## src/rtl/regfile_ctrl_pkg.sv

```systemverilog
`default_nettype none
// ============================================================================
//  Module      : regfile_ctrl_pkg
//  Description : Shared definitions for the register-file instruction
//                sequencer: opcode values, instruction field positions,
//                sequencer state encoding and the write-op classifier.
//  Ports       : none (package)
//  Revision    : 1.0 - initial release
// ============================================================================
package regfile_ctrl_pkg;

    // Opcode values, instruction bits [15:12]
    localparam logic [3:0] c_OP_ADD  = 4'h0;
    localparam logic [3:0] c_OP_SUB  = 4'h1;
    localparam logic [3:0] c_OP_AND  = 4'h2;
    localparam logic [3:0] c_OP_OR   = 4'h3;
    localparam logic [3:0] c_OP_XOR  = 4'h4;
    localparam logic [3:0] c_OP_MOV  = 4'h5;
    localparam logic [3:0] c_OP_CMP  = 4'h6;
    localparam logic [3:0] c_OP_ADDI = 4'h8;
    localparam logic [3:0] c_OP_MOVI = 4'h9;
    localparam logic [3:0] c_OP_MUL  = 4'hA;
    localparam logic [3:0] c_OP_NOP  = 4'hF;

    // Instruction field bit positions
    localparam int c_OPC_MSB = 15;
    localparam int c_OPC_LSB = 12;
    localparam int c_RD_MSB  = 11;
    localparam int c_RD_LSB  = 8;
    localparam int c_RS_MSB  = 3;
    localparam int c_RS_LSB  = 0;
    localparam int c_IMM_MSB = 7;
    localparam int c_IMM_LSB = 0;

    // Sequencer state encoding
    typedef enum logic [1:0] {
        ST_IDLE   = 2'd0,
        ST_DECODE = 2'd1,
        ST_EXEC   = 2'd2,
        ST_WB     = 2'd3
    } state_t;

    // True for every opcode that writes its rdest register at writeback.
    function automatic logic is_write_op(input logic [3:0] opcode);
        logic w_wr;
        case (opcode)
            c_OP_ADD, c_OP_SUB, c_OP_AND, c_OP_OR, c_OP_XOR, c_OP_MOV,
            c_OP_ADDI, c_OP_MOVI, c_OP_MUL: w_wr = 1'b1;
            default:                         w_wr = 1'b0;
        endcase
        return w_wr;
    endfunction

endpackage : regfile_ctrl_pkg
`default_nettype wire

```

## src/rtl/regfile_seq_decode.sv

```systemverilog
`default_nettype none
// ============================================================================
//  Module      : regfile_seq_decode
//  Description : Combinational decoder for the latched instruction word.
//                Produces ALU controls and the classification flags the
//                sequencer needs (write target, multi-cycle, illegal).
//  Ports       : instr_q     [15:0]   latched instruction word
//                alu_op      [3:0]    opcode passed to the ALU
//                b_sel_imm            ALU B operand comes from imm_out
//                imm_out     [DATA_W] sign-extended imm8
//                writes_reg           op writes rdest at writeback
//                writes_flag          op writes the flag register
//                is_mul               op needs the multi-cycle EXEC
//                illegal_op           opcode is undefined
//  Revision    : 1.0 - initial release
// ============================================================================
module regfile_seq_decode
    import regfile_ctrl_pkg::*;
#(
    parameter int DATA_W = 16
) (
    input  logic [15:0]       instr_q,
    output logic [3:0]        alu_op,
    output logic              b_sel_imm,
    output logic [DATA_W-1:0] imm_out,
    output logic              writes_reg,
    output logic              writes_flag,
    output logic              is_mul,
    output logic              illegal_op
);

    logic [3:0] w_opcode;
    logic [7:0] w_imm8;
    logic       w_unused_rdest;

    assign w_opcode = instr_q[c_OPC_MSB:c_OPC_LSB];
    assign w_imm8   = instr_q[c_IMM_MSB:c_IMM_LSB];

    // The register selects are routed by the sequencer, not decoded here.
    assign w_unused_rdest = ^instr_q[c_RD_MSB:c_RD_LSB];

    always_comb begin
        alu_op      = w_opcode;
        imm_out     = {{(DATA_W-8){w_imm8[7]}}, w_imm8};
        b_sel_imm   = (w_opcode == c_OP_ADDI) || (w_opcode == c_OP_MOVI);
        writes_reg  = is_write_op(w_opcode);
        writes_flag = (w_opcode == c_OP_CMP);
        is_mul      = (w_opcode == c_OP_MUL);
        case (w_opcode)
            c_OP_ADD, c_OP_SUB, c_OP_AND, c_OP_OR, c_OP_XOR, c_OP_MOV,
            c_OP_CMP, c_OP_ADDI, c_OP_MOVI, c_OP_MUL, c_OP_NOP:
                     illegal_op = 1'b0;
            default: illegal_op = 1'b1;
        endcase
    end

endmodule : regfile_seq_decode
`default_nettype wire

```

## src/rtl/regfile_seq_ctrl.sv

```systemverilog
`default_nettype none
// ============================================================================
//  Module      : regfile_seq_ctrl
//  Description : Instruction sequencer for the register file / ALU pair.
//                Accepts one instruction over valid/ready, walks it through
//                DECODE, EXEC (MUL_CYCLES cycles for MUL) and WB, and issues
//                a one-cycle one-hot register write or flag write at WB.
//  Ports       : clk                   clock, rising edge
//                reset                 synchronous active-high reset
//                instr       [15:0]    instruction word
//                instr_valid           source offers a word
//                instr_ready           sequencer idle and accepting
//                alu_op      [3:0]     ALU opcode
//                rd_a_sel    [3:0]     read port A select (rdest)
//                rd_b_sel    [3:0]     read port B select (rsrc)
//                b_sel_imm             ALU B operand is imm_out
//                imm_out     [DATA_W]  sign-extended imm8
//                reg_en      [NUM_REGS] one-hot register write enable
//                flag_en               flag register write enable
//                done                  instruction retired (pulse)
//                illegal               undefined opcode dropped (pulse)
//  Revision    : 1.0 - initial release
// ============================================================================
module regfile_seq_ctrl
    import regfile_ctrl_pkg::*;
#(
    parameter int NUM_REGS   = 16,
    parameter int DATA_W     = 16,
    parameter int MUL_CYCLES = 3
) (
    input  logic                clk,
    input  logic                reset,
    input  logic [15:0]         instr,
    input  logic                instr_valid,
    output logic                instr_ready,
    output logic [3:0]          alu_op,
    output logic [3:0]          rd_a_sel,
    output logic [3:0]          rd_b_sel,
    output logic                b_sel_imm,
    output logic [DATA_W-1:0]   imm_out,
    output logic [NUM_REGS-1:0] reg_en,
    output logic                flag_en,
    output logic                done,
    output logic                illegal
);

    // Counter must hold MUL_CYCLES-1; keep at least one bit when MUL_CYCLES=1.
    localparam int c_CNT_W = (MUL_CYCLES > 1) ? $clog2(MUL_CYCLES) : 1;
    localparam logic [c_CNT_W-1:0] c_MUL_LOAD = c_CNT_W'(MUL_CYCLES - 1);

    state_t               r_state;
    state_t               w_state_nxt;
    logic [15:0]          r_instr_q;
    logic [c_CNT_W-1:0]   r_cnt;
    logic [c_CNT_W-1:0]   w_cnt_nxt;
    logic                 w_accept;

    logic [3:0]           w_alu_op;
    logic                 w_b_sel_imm;
    logic [DATA_W-1:0]    w_imm_out;
    logic                 w_writes_reg;
    logic                 w_writes_flag;
    logic                 w_is_mul;
    logic                 w_illegal_op;
    logic [NUM_REGS-1:0]  w_rd_onehot;

    regfile_seq_decode #(
        .DATA_W (DATA_W)
    ) u_decode (
        .instr_q     (r_instr_q),
        .alu_op      (w_alu_op),
        .b_sel_imm   (w_b_sel_imm),
        .imm_out     (w_imm_out),
        .writes_reg  (w_writes_reg),
        .writes_flag (w_writes_flag),
        .is_mul      (w_is_mul),
        .illegal_op  (w_illegal_op)
    );

    assign w_accept    = (r_state == ST_IDLE) && instr_valid;
    assign w_rd_onehot = NUM_REGS'(1) << r_instr_q[c_RD_MSB:c_RD_LSB];

    // ------------------------------------------------------------------
    // State, instruction latch and EXEC counter
    // ------------------------------------------------------------------
    always_ff @(posedge clk) begin
        if (reset) begin
            r_state   <= ST_IDLE;
            r_instr_q <= '0;
            r_cnt     <= '0;
        end else begin
            r_state <= w_state_nxt;
            r_cnt   <= w_cnt_nxt;
            if (w_accept) begin
                r_instr_q <= instr;
            end
        end
    end

    // ------------------------------------------------------------------
    // Next state and outputs
    // ------------------------------------------------------------------
    always_comb begin
        w_state_nxt = r_state;
        w_cnt_nxt   = r_cnt;
        instr_ready = 1'b0;
        reg_en      = '0;
        flag_en     = 1'b0;
        done        = 1'b0;
        illegal     = 1'b0;

        // Datapath controls follow the latched word in every state, so they
        // are stable from DECODE through the WB capture edge and simply hold
        // the previous instruction while idle.
        alu_op    = w_alu_op;
        rd_a_sel  = r_instr_q[c_RD_MSB:c_RD_LSB];
        rd_b_sel  = r_instr_q[c_RS_MSB:c_RS_LSB];
        b_sel_imm = w_b_sel_imm;
        imm_out   = w_imm_out;

        case (r_state)
            ST_IDLE: begin
                instr_ready = 1'b1;
                if (instr_valid) begin
                    w_state_nxt = ST_DECODE;
                end
            end
            ST_DECODE: begin
                if (w_illegal_op) begin
                    illegal     = 1'b1;
                    w_state_nxt = ST_IDLE;
                end else begin
                    w_state_nxt = ST_EXEC;
                    w_cnt_nxt   = w_is_mul ? c_MUL_LOAD : '0;
                end
            end
            ST_EXEC: begin
                if (r_cnt == '0) begin
                    w_state_nxt = ST_WB;
                end else begin
                    w_cnt_nxt = r_cnt - c_CNT_W'(1);
                end
            end
            ST_WB: begin
                done        = 1'b1;
                flag_en     = w_writes_flag;
                reg_en      = w_writes_reg ? w_rd_onehot : '0;
                w_state_nxt = ST_IDLE;
            end
            default: begin
                w_state_nxt = ST_IDLE;
            end
        endcase

        // While reset is high every output is quiet, which also drops a
        // writeback that happens to coincide with reset.
        if (reset) begin
            instr_ready = 1'b0;
            reg_en      = '0;
            flag_en     = 1'b0;
            done        = 1'b0;
            illegal     = 1'b0;
            alu_op      = '0;
            rd_a_sel    = '0;
            rd_b_sel    = '0;
            b_sel_imm   = 1'b0;
            imm_out     = '0;
        end
    end

endmodule : regfile_seq_ctrl
`default_nettype wire

```

## config.mk

```make
export PLATFORM = sky130hd
export DESIGN_NAME = regfile_seq_ctrl
export DESIGN_NICKNAME = d
export VERILOG_FILES = /design/src/rtl/regfile_ctrl_pkg.sv /design/src/rtl/regfile_seq_decode.sv /design/src/rtl/regfile_seq_ctrl.sv
export SDC_FILE = /design/constraint.sdc
export NUM_CORES = 1
export LEC_CHECK = 0
export CAP_MARGIN = 20
export CORE_ASPECT_RATIO = 1.25
export CORE_UTILIZATION = 42
export CTS_CLUSTER_DIAMETER = 100
export CTS_CLUSTER_SIZE = 10
export DETAILED_ROUTE_END_ITERATION = 10
export PLACE_DENSITY = 0.94
export SLEW_MARGIN = 20
export SYNTH_ARGS = -nofsm -noshare
export SYNTH_HDL_FRONTEND = slang
export SYNTH_SLANG_ARGS = --single-unit
```

## constraint.sdc

```tcl
create_clock -name clk -period 3.49 [get_ports clk]
set_input_delay 0.698 -clock clk [delete_from_list [all_inputs] [get_ports clk]]
set_output_delay 0.698 -clock clk [all_outputs]
set_load 0.02 [all_outputs]
```

==> summary.md, run 1 <==
| Metric | Value |
|---|---|
| Outcome | completed |
| IO buf count | 67 |
| Worst IR Drop VDD | 246 uV |
| Syn Inst Count | 170 |
| Top reg by flops | r_instr_q |
| Vias | 1251 |
| Max Cap Viol | 0 |
| Top-count cell post-synth | nand2_1 |
| Die X-Extent | 51.7 um |
| Die Area | 3310 sq um |
| DP Cell Count | 253 |
| Clk slew on worst S/H paths | 0.12 ns |
| Initial DRC count | 37 |
| Tmin final | 3.32 ns |
| Share of synthesized area occupied by flip-flops and latches | 0.340 |
| Buffer depth of the longest clock path | 2 |
| GRT Total Usage | 0.196 |
| Share of cells above drive strength 1 | 0.0452 |
| Crit-path slowest cell | clkdlybuf4s50_1 |
| Gpl congestion | 0.751 |
| Initial antenna violation count | 0 |
| Setup TNS | 0 ns |
| Headroom to the max-slew limit | 0.639 |
| Final period util | 0.952 |
| Layout area overhead | 49.1% |
| Syn_nets | 190 |
| Buf/Inv on CP | 2 |
| Critical path, cell by cell | clkdlybuf4s50_1 > and3b_1 > nand2_1 > or3_1 > nor3_2 > clkdlybuf4s50_1 |
| Post-synthesis async set-or-reset flop share | 0 |
| Synth Warn # | 0 |
| TritonCTS clock tree | yes |
| Vias/cell | 4.87 |
| Non-filler instance count after layout | 257 |
| Endpoints failing setup | 0 |
| Worst endpoint data arrival time | 2.62 ns |
| Hold_ws | 0.458 ns |
| Sink Count | 22 |
| Critical Path Sink Type | output pin |
| CTS Buf Count | 3 |
| Tot Pwr | 0.000582 W |
| Area contributors post-synth | dfxtp_1 34%, nand2_1 9.9%, nor2b_1 8.2% |
| Critical path fanouts, max | 4 |
| Slew Viols, Final | 0 |
| Post-synth cell types | 32 |
| Synth Area per Inst | 7.62 sq um |
| RSZ-0062 raised after global routing | no |
| Global-route wire length before repair | 4990 um |
| Post-synth EDFFs | 0 |
| Die Height | 64.1 um |
| Core Region | 2950 sq um |
| Final nets | 242 |
| CTS resizes | 0 |
| Initial core utilization | 0.440 |
| GRT overflow | 0 |
| Top flop regs | r_instr_q (16), r_cnt (2) |
| Synth top area share | 0.340 |
| Delay-heaviest family, CP | buffers and inverters |
| Netlist Area Pre-Place | 1290 sq um |
| Average wire per standard cell | 11.6 um |
| Seq cells post-synth | 22 |
| Main synth FF type | dfxtp_1 |
| Ports | 68 |
| # hold bufs at CTS | 0 |
| Crit start category | input port |
| DRT antenna net count | 0 |
| Hold Path Class | register to register |
| Worst-margin pin slew | 0.540 ns |
| # diodes | 0 |
| Largest net degree at the start of global routing | 43 |
| Critical path type | input port to output pin |
| Final Skew | 0.00350 ns |
| Post-DP HPWL | 2250 um |
| Synth top cells by count | 34 x nand2_1, 22 x dfxtp_1, 19 x nor2_1 |
| DRC violations left | 0 |
| Slowest stage delay, CP | 0.62 ns |
| Clock Latency Late Sink | 0.30 ns |
| Hold violation count in the final report | 0 |
| Cell mode on critical path | clkdlybuf4s50_1 |
| Worst EP required | 2.79 ns |
| Pwr Density | 301 nW/um^2 |
| FMAX | 301 MHz |
| Clock H-tree levels | 1 |
| Post-CTS setup buffer count | 0 |
| Max reg flops | 16 |
| 1st-pass router iterations | 4 |
| Synth area leader | dfxtp_1 |
| Rows | 22 |
| Total routed wirelength | 2970 um |
| Root Driver | clkbuf_4 |
| Leakage | 0.684 nW |
| Vias in the first global route | 1129 |
-- worst reg2reg max path: cells and delay by family (launching register included) --
kind             cells  cell delay [ns]
muxes                1             0.63
and+or+nand+nor      3             0.61
DFF                  1             0.50
-- where the power goes --
part	internal (W)	switching, W
Clock	0.0000636	0.0000734
Combinational	0.0000799	0.0000759
Sequential	0.000269	0.0000196
-- routing by layer --
metal | part of all wire | global-route usage | up-vias | routed length, um
met2 | 0.54 | 0.375 | 38 | 1590
met5 | 0 | 0 | - | 0
met1 | 0.41 | 0.212 | 561 | 1210
met4 | 0.010 | 0.0709 | 0 | 30
met3 | 0.045 | 0.0190 | 2 | 135
li1 | - | - | 650 | -
-- cells in the final DEF, fill, tap and decap left out, types with 2 or more instances in the layout --
| master | instances |
|---|---|
| and4b_1 | 2 |
| nand4b_1 | 2 |
| nor3_1 | 8 |
| nor2_1 | 19 |
| nor2b_1 | 17 |
| a21oi_1 | 16 |
| a211oi_1 | 2 |
| clkdlybuf4s50_1 | 67 |
| dfxtp_1 | 22 |
| mux2i_1 | 3 |
| nand2b_1 | 3 |
| nand2_1 | 34 |
| clkbuf_4 | 3 |
| xnor2_1 | 2 |
| buf_4 | 2 |
| nand3b_1 | 2 |
| inv_1 | 2 |
-- kinds of logic after synthesis --
logic type / after synthesis / share of synthesized area
AND/OR/NAND/NOR: 95 / 0.376
buffers and inverters: 25 / 0.123
flip-flops: 22 / 0.340
AO/OA/AOI/OAI: 20 / 0.0831
multiplexers: 5 / 0.0551
XOR/XNOR: 2 / 0.0135
adder cells (fa/ha/maj): 1 / 0.00966
-- worst paths after layout --
| kind | to | from | cells past startpoint | slack, ns |
|---|---|---|---|---|
| hold / removal | r_instr_q[5] | r_instr_q[5] | 2 | 0.46 |
| hold reg to reg | r_instr_q[5] | r_instr_q[5] | 2 | 0.46 |
| setup reg to reg | u_decode.illegal_op | register | 4 | 1.70 |
| setup / recovery | reg_en[0] | reset | 6 | 0.17 |
-- through the flow --
stage / worst slack, ns / util / cell area [sq um]
2_1_floorplan: 1.04 / - / 1290
3_3_place_gp: 0.201 / 0.643 / 1890
3_5_place_dp: 0.154 / 0.643 / 1890
4_1_cts: 0.156 / 0.655 / 1930
5_1_grt: 0.0886 / 0.655 / 1930
6_report: 0.169 / 0.655 / 1930
-- area by class of cell --
| class | instances | area (sq um) |
|---|---|---|
| well taps | 36 | 45.0 |
| fillers | 263 | 1010 |
| flip-flops and latches | 22 | 440 |
| multi-input cells | 123 | 696 |
| repair buffers | 70 | 706 |
| inverters | 2 | 7.51 |
| clock buffers | 4 | 36.3 |
(Power assumes the default switching activity.)
==> run 2: changes to the inputs <==
--- a/config.mk
+++ b/config.mk
@@ -5,12 +5,14 @@
 export SDC_FILE = /design/constraint.sdc
 export NUM_CORES = 1
 export LEC_CHECK = 0
-export CAP_MARGIN = 20
+export CAP_MARGIN = 40
 export CORE_ASPECT_RATIO = 1.25
 export CORE_UTILIZATION = 42
+export CTS_BUF_LIST = sky130_fd_sc_hd__clkbuf_16
 export CTS_CLUSTER_DIAMETER = 100
 export CTS_CLUSTER_SIZE = 10
 export DETAILED_ROUTE_END_ITERATION = 10
+export HOLD_SLACK_MARGIN = 0.03
 export PLACE_DENSITY = 0.94
 export SLEW_MARGIN = 20
 export SYNTH_ARGS = -nofsm -noshare
==> summary.md, run 2 (synthesized netlist as in run 1, its figures left out) <==
| Metric | Value |
|---|---|
| Outcome | completed |
| # diodes | 0 |
| FMAX | 301 MHz |
| Top reg by flops | r_instr_q |
| Share of cells above drive strength 1 | 0.0407 |
| Initial core utilization | 0.440 |
| Top flop regs | r_instr_q (16), r_cnt (2) |
| Total routed wirelength | 2990 um |
| Root Driver | clkbuf_16 |
| Most frequent cells in the layout | 67 x clkdlybuf4s50_1, 34 x nand2_1, 22 x dfxtp_1, 19 x nor2_1, 17 x nor2b_1 |
| Critical path type | input port to output pin |
| Core Region | 2950 sq um |
| DRT antenna net count | 0 |
| Clock Latency Late Sink | 0.25 ns |
| Max reg flops | 16 |
| Tmin final | 3.32 ns |
| Die X-Extent | 51.7 um |
| Die Area | 3310 sq um |
| Clk slew on worst S/H paths | 0.06 ns |
| Average wire per standard cell | 11.6 um |
| Initial DRC count | 43 |
| IO buf count | 67 |
| Leakage | 0.702 nW |
| GRT overflow | 0 |
| CTS resizes | 0 |
| Rows | 22 |
| Setup TNS | 0 ns |
| Gpl congestion | 0.751 |
| DP Cell Count | 253 |
| Worst EP required | 2.79 ns |
| Pwr Density | 346 nW/um^2 |
| Die Height | 64.1 um |
| Headroom to the max-slew limit | 0.637 |
| Worst-margin pin slew | 0.543 ns |
| Critical path fanouts, max | 4 |
| DRC violations left | 0 |
| Clock H-tree levels | 1 |
| 1st-pass router iterations | 4 |
| Largest net degree at the start of global routing | 43 |
| Layout fillers | 262 |
| Critical Path Sink Type | output pin |
| Crit start category | input port |
| # hold bufs at CTS | 0 |
| Vias in the first global route | 1147 |
| GRT Total Usage | 0.197 |
| Worst endpoint data arrival time | 2.62 ns |
| Vias | 1268 |
| Sink Count | 22 |
| Final Skew | 0.00207 ns |
| Initial antenna violation count | 0 |
| TritonCTS clock tree | yes |
| Post-CTS setup buffer count | 0 |
| Ports | 68 |
| Buffer depth of the longest clock path | 2 |
| Hold Path Class | register to register |
| Slew Viols, Final | 0 |
| Vias/cell | 4.93 |
| Placed instance area | 1890 sq um |
| Post-DP HPWL | 2250 um |
| Commonest non-fill, non-tap cell in the layout | clkdlybuf4s50_1 |
| Hold violation count in the final report | 0 |
| Global-route wire length before repair | 5020 um |
| Final period util | 0.952 |
| Design area | 1970 sq um |
| Layout area overhead | 52.4% |
| CTS Buf Count | 3 |
| Non-filler instance count after layout | 257 |
| Worst IR Drop VDD | 301 uV |
| Final nets | 242 |
| RSZ-0062 raised after global routing | no |
| Max Cap Viol | 0 |
| Tot Pwr | 0.000683 W |
| Endpoints failing setup | 0 |
[run 2: worst max-delay path, cell delays in order]
cell,delay [ns]
clkdlybuf4s50_1,0.48
and3b_1,0.26
nand2_1,0.05
or3_1,0.39
nor3_2,0.13
clkdlybuf4s50_1,0.62
[run 2: per-stage QoR]
| stage | setup WS [ns] | hold slack (ns) | utilization |
|---|---|---|---|
| after CTS | 0.156 | 0.452 | 0.670 |
| final | 0.168 | 0.450 | 0.670 |
| after detailed placement | 0.154 | 0.443 | 0.643 |
| after floorplan | 1.04 | 0.432 | - |
| after global routing | 0.0886 | 0.475 | 0.670 |
| after global placement | 0.201 | 0.438 | 0.643 |
[run 2: layer usage]
layer  share of wire  GRT usage  wire length (um)
met2            0.54      0.383              1630
met5               0          0                 0
met1            0.40      0.208              1200
met4          0.0090     0.0608                27
met3           0.045     0.0262               134
[run 2: final timing paths]
check                             startpoint                  end  slack [ns]  cells past startpoint
worst max-delay path                   reset            reg_en[0]        0.17                      6
worst min-delay path            r_instr_q[5]         r_instr_q[5]        0.45                      2
worst min register to register  r_instr_q[5]         r_instr_q[5]        0.45                      2
worst max register to register      register  u_decode.illegal_op        1.72                      4
[run 2: power breakdown]
| group | internal (W) | switching, W | leakage (nW) |
|---|---|---|---|
| Clock | 0.000153 | 0.0000851 | 0.0385 |
| Combinational | 0.0000799 | 0.0000762 | 0.483 |
| Sequential | 0.000270 | 0.0000198 | 0.180 |
[run 2: cell type report]
cell class | instances | area (sq um) | share of cell area
repair buffers | 70 | 706 | 0.358
multi-input cells | 123 | 696 | 0.353
flip-flops and latches | 22 | 440 | 0.223
clock buffers | 3 | 75.1 | 0.0380
well taps | 36 | 45.0 | 0.0228
inverters | 2 | 7.51 | 0.00380
clock inverters | 1 | 3.75 | 0.00190
==> run 3: changes to the inputs <==
--- a/config.mk
+++ b/config.mk
@@ -5,7 +5,7 @@
 export SDC_FILE = /design/constraint.sdc
 export NUM_CORES = 1
 export LEC_CHECK = 0
-export CAP_MARGIN = 40
+export CAP_MARGIN = 20
 export CORE_ASPECT_RATIO = 1.25
 export CORE_UTILIZATION = 42
 export CTS_BUF_LIST = sky130_fd_sc_hd__clkbuf_16
==> results of run 3 <==
No change in the layout: final DEF, timing and power equal those of run 2.
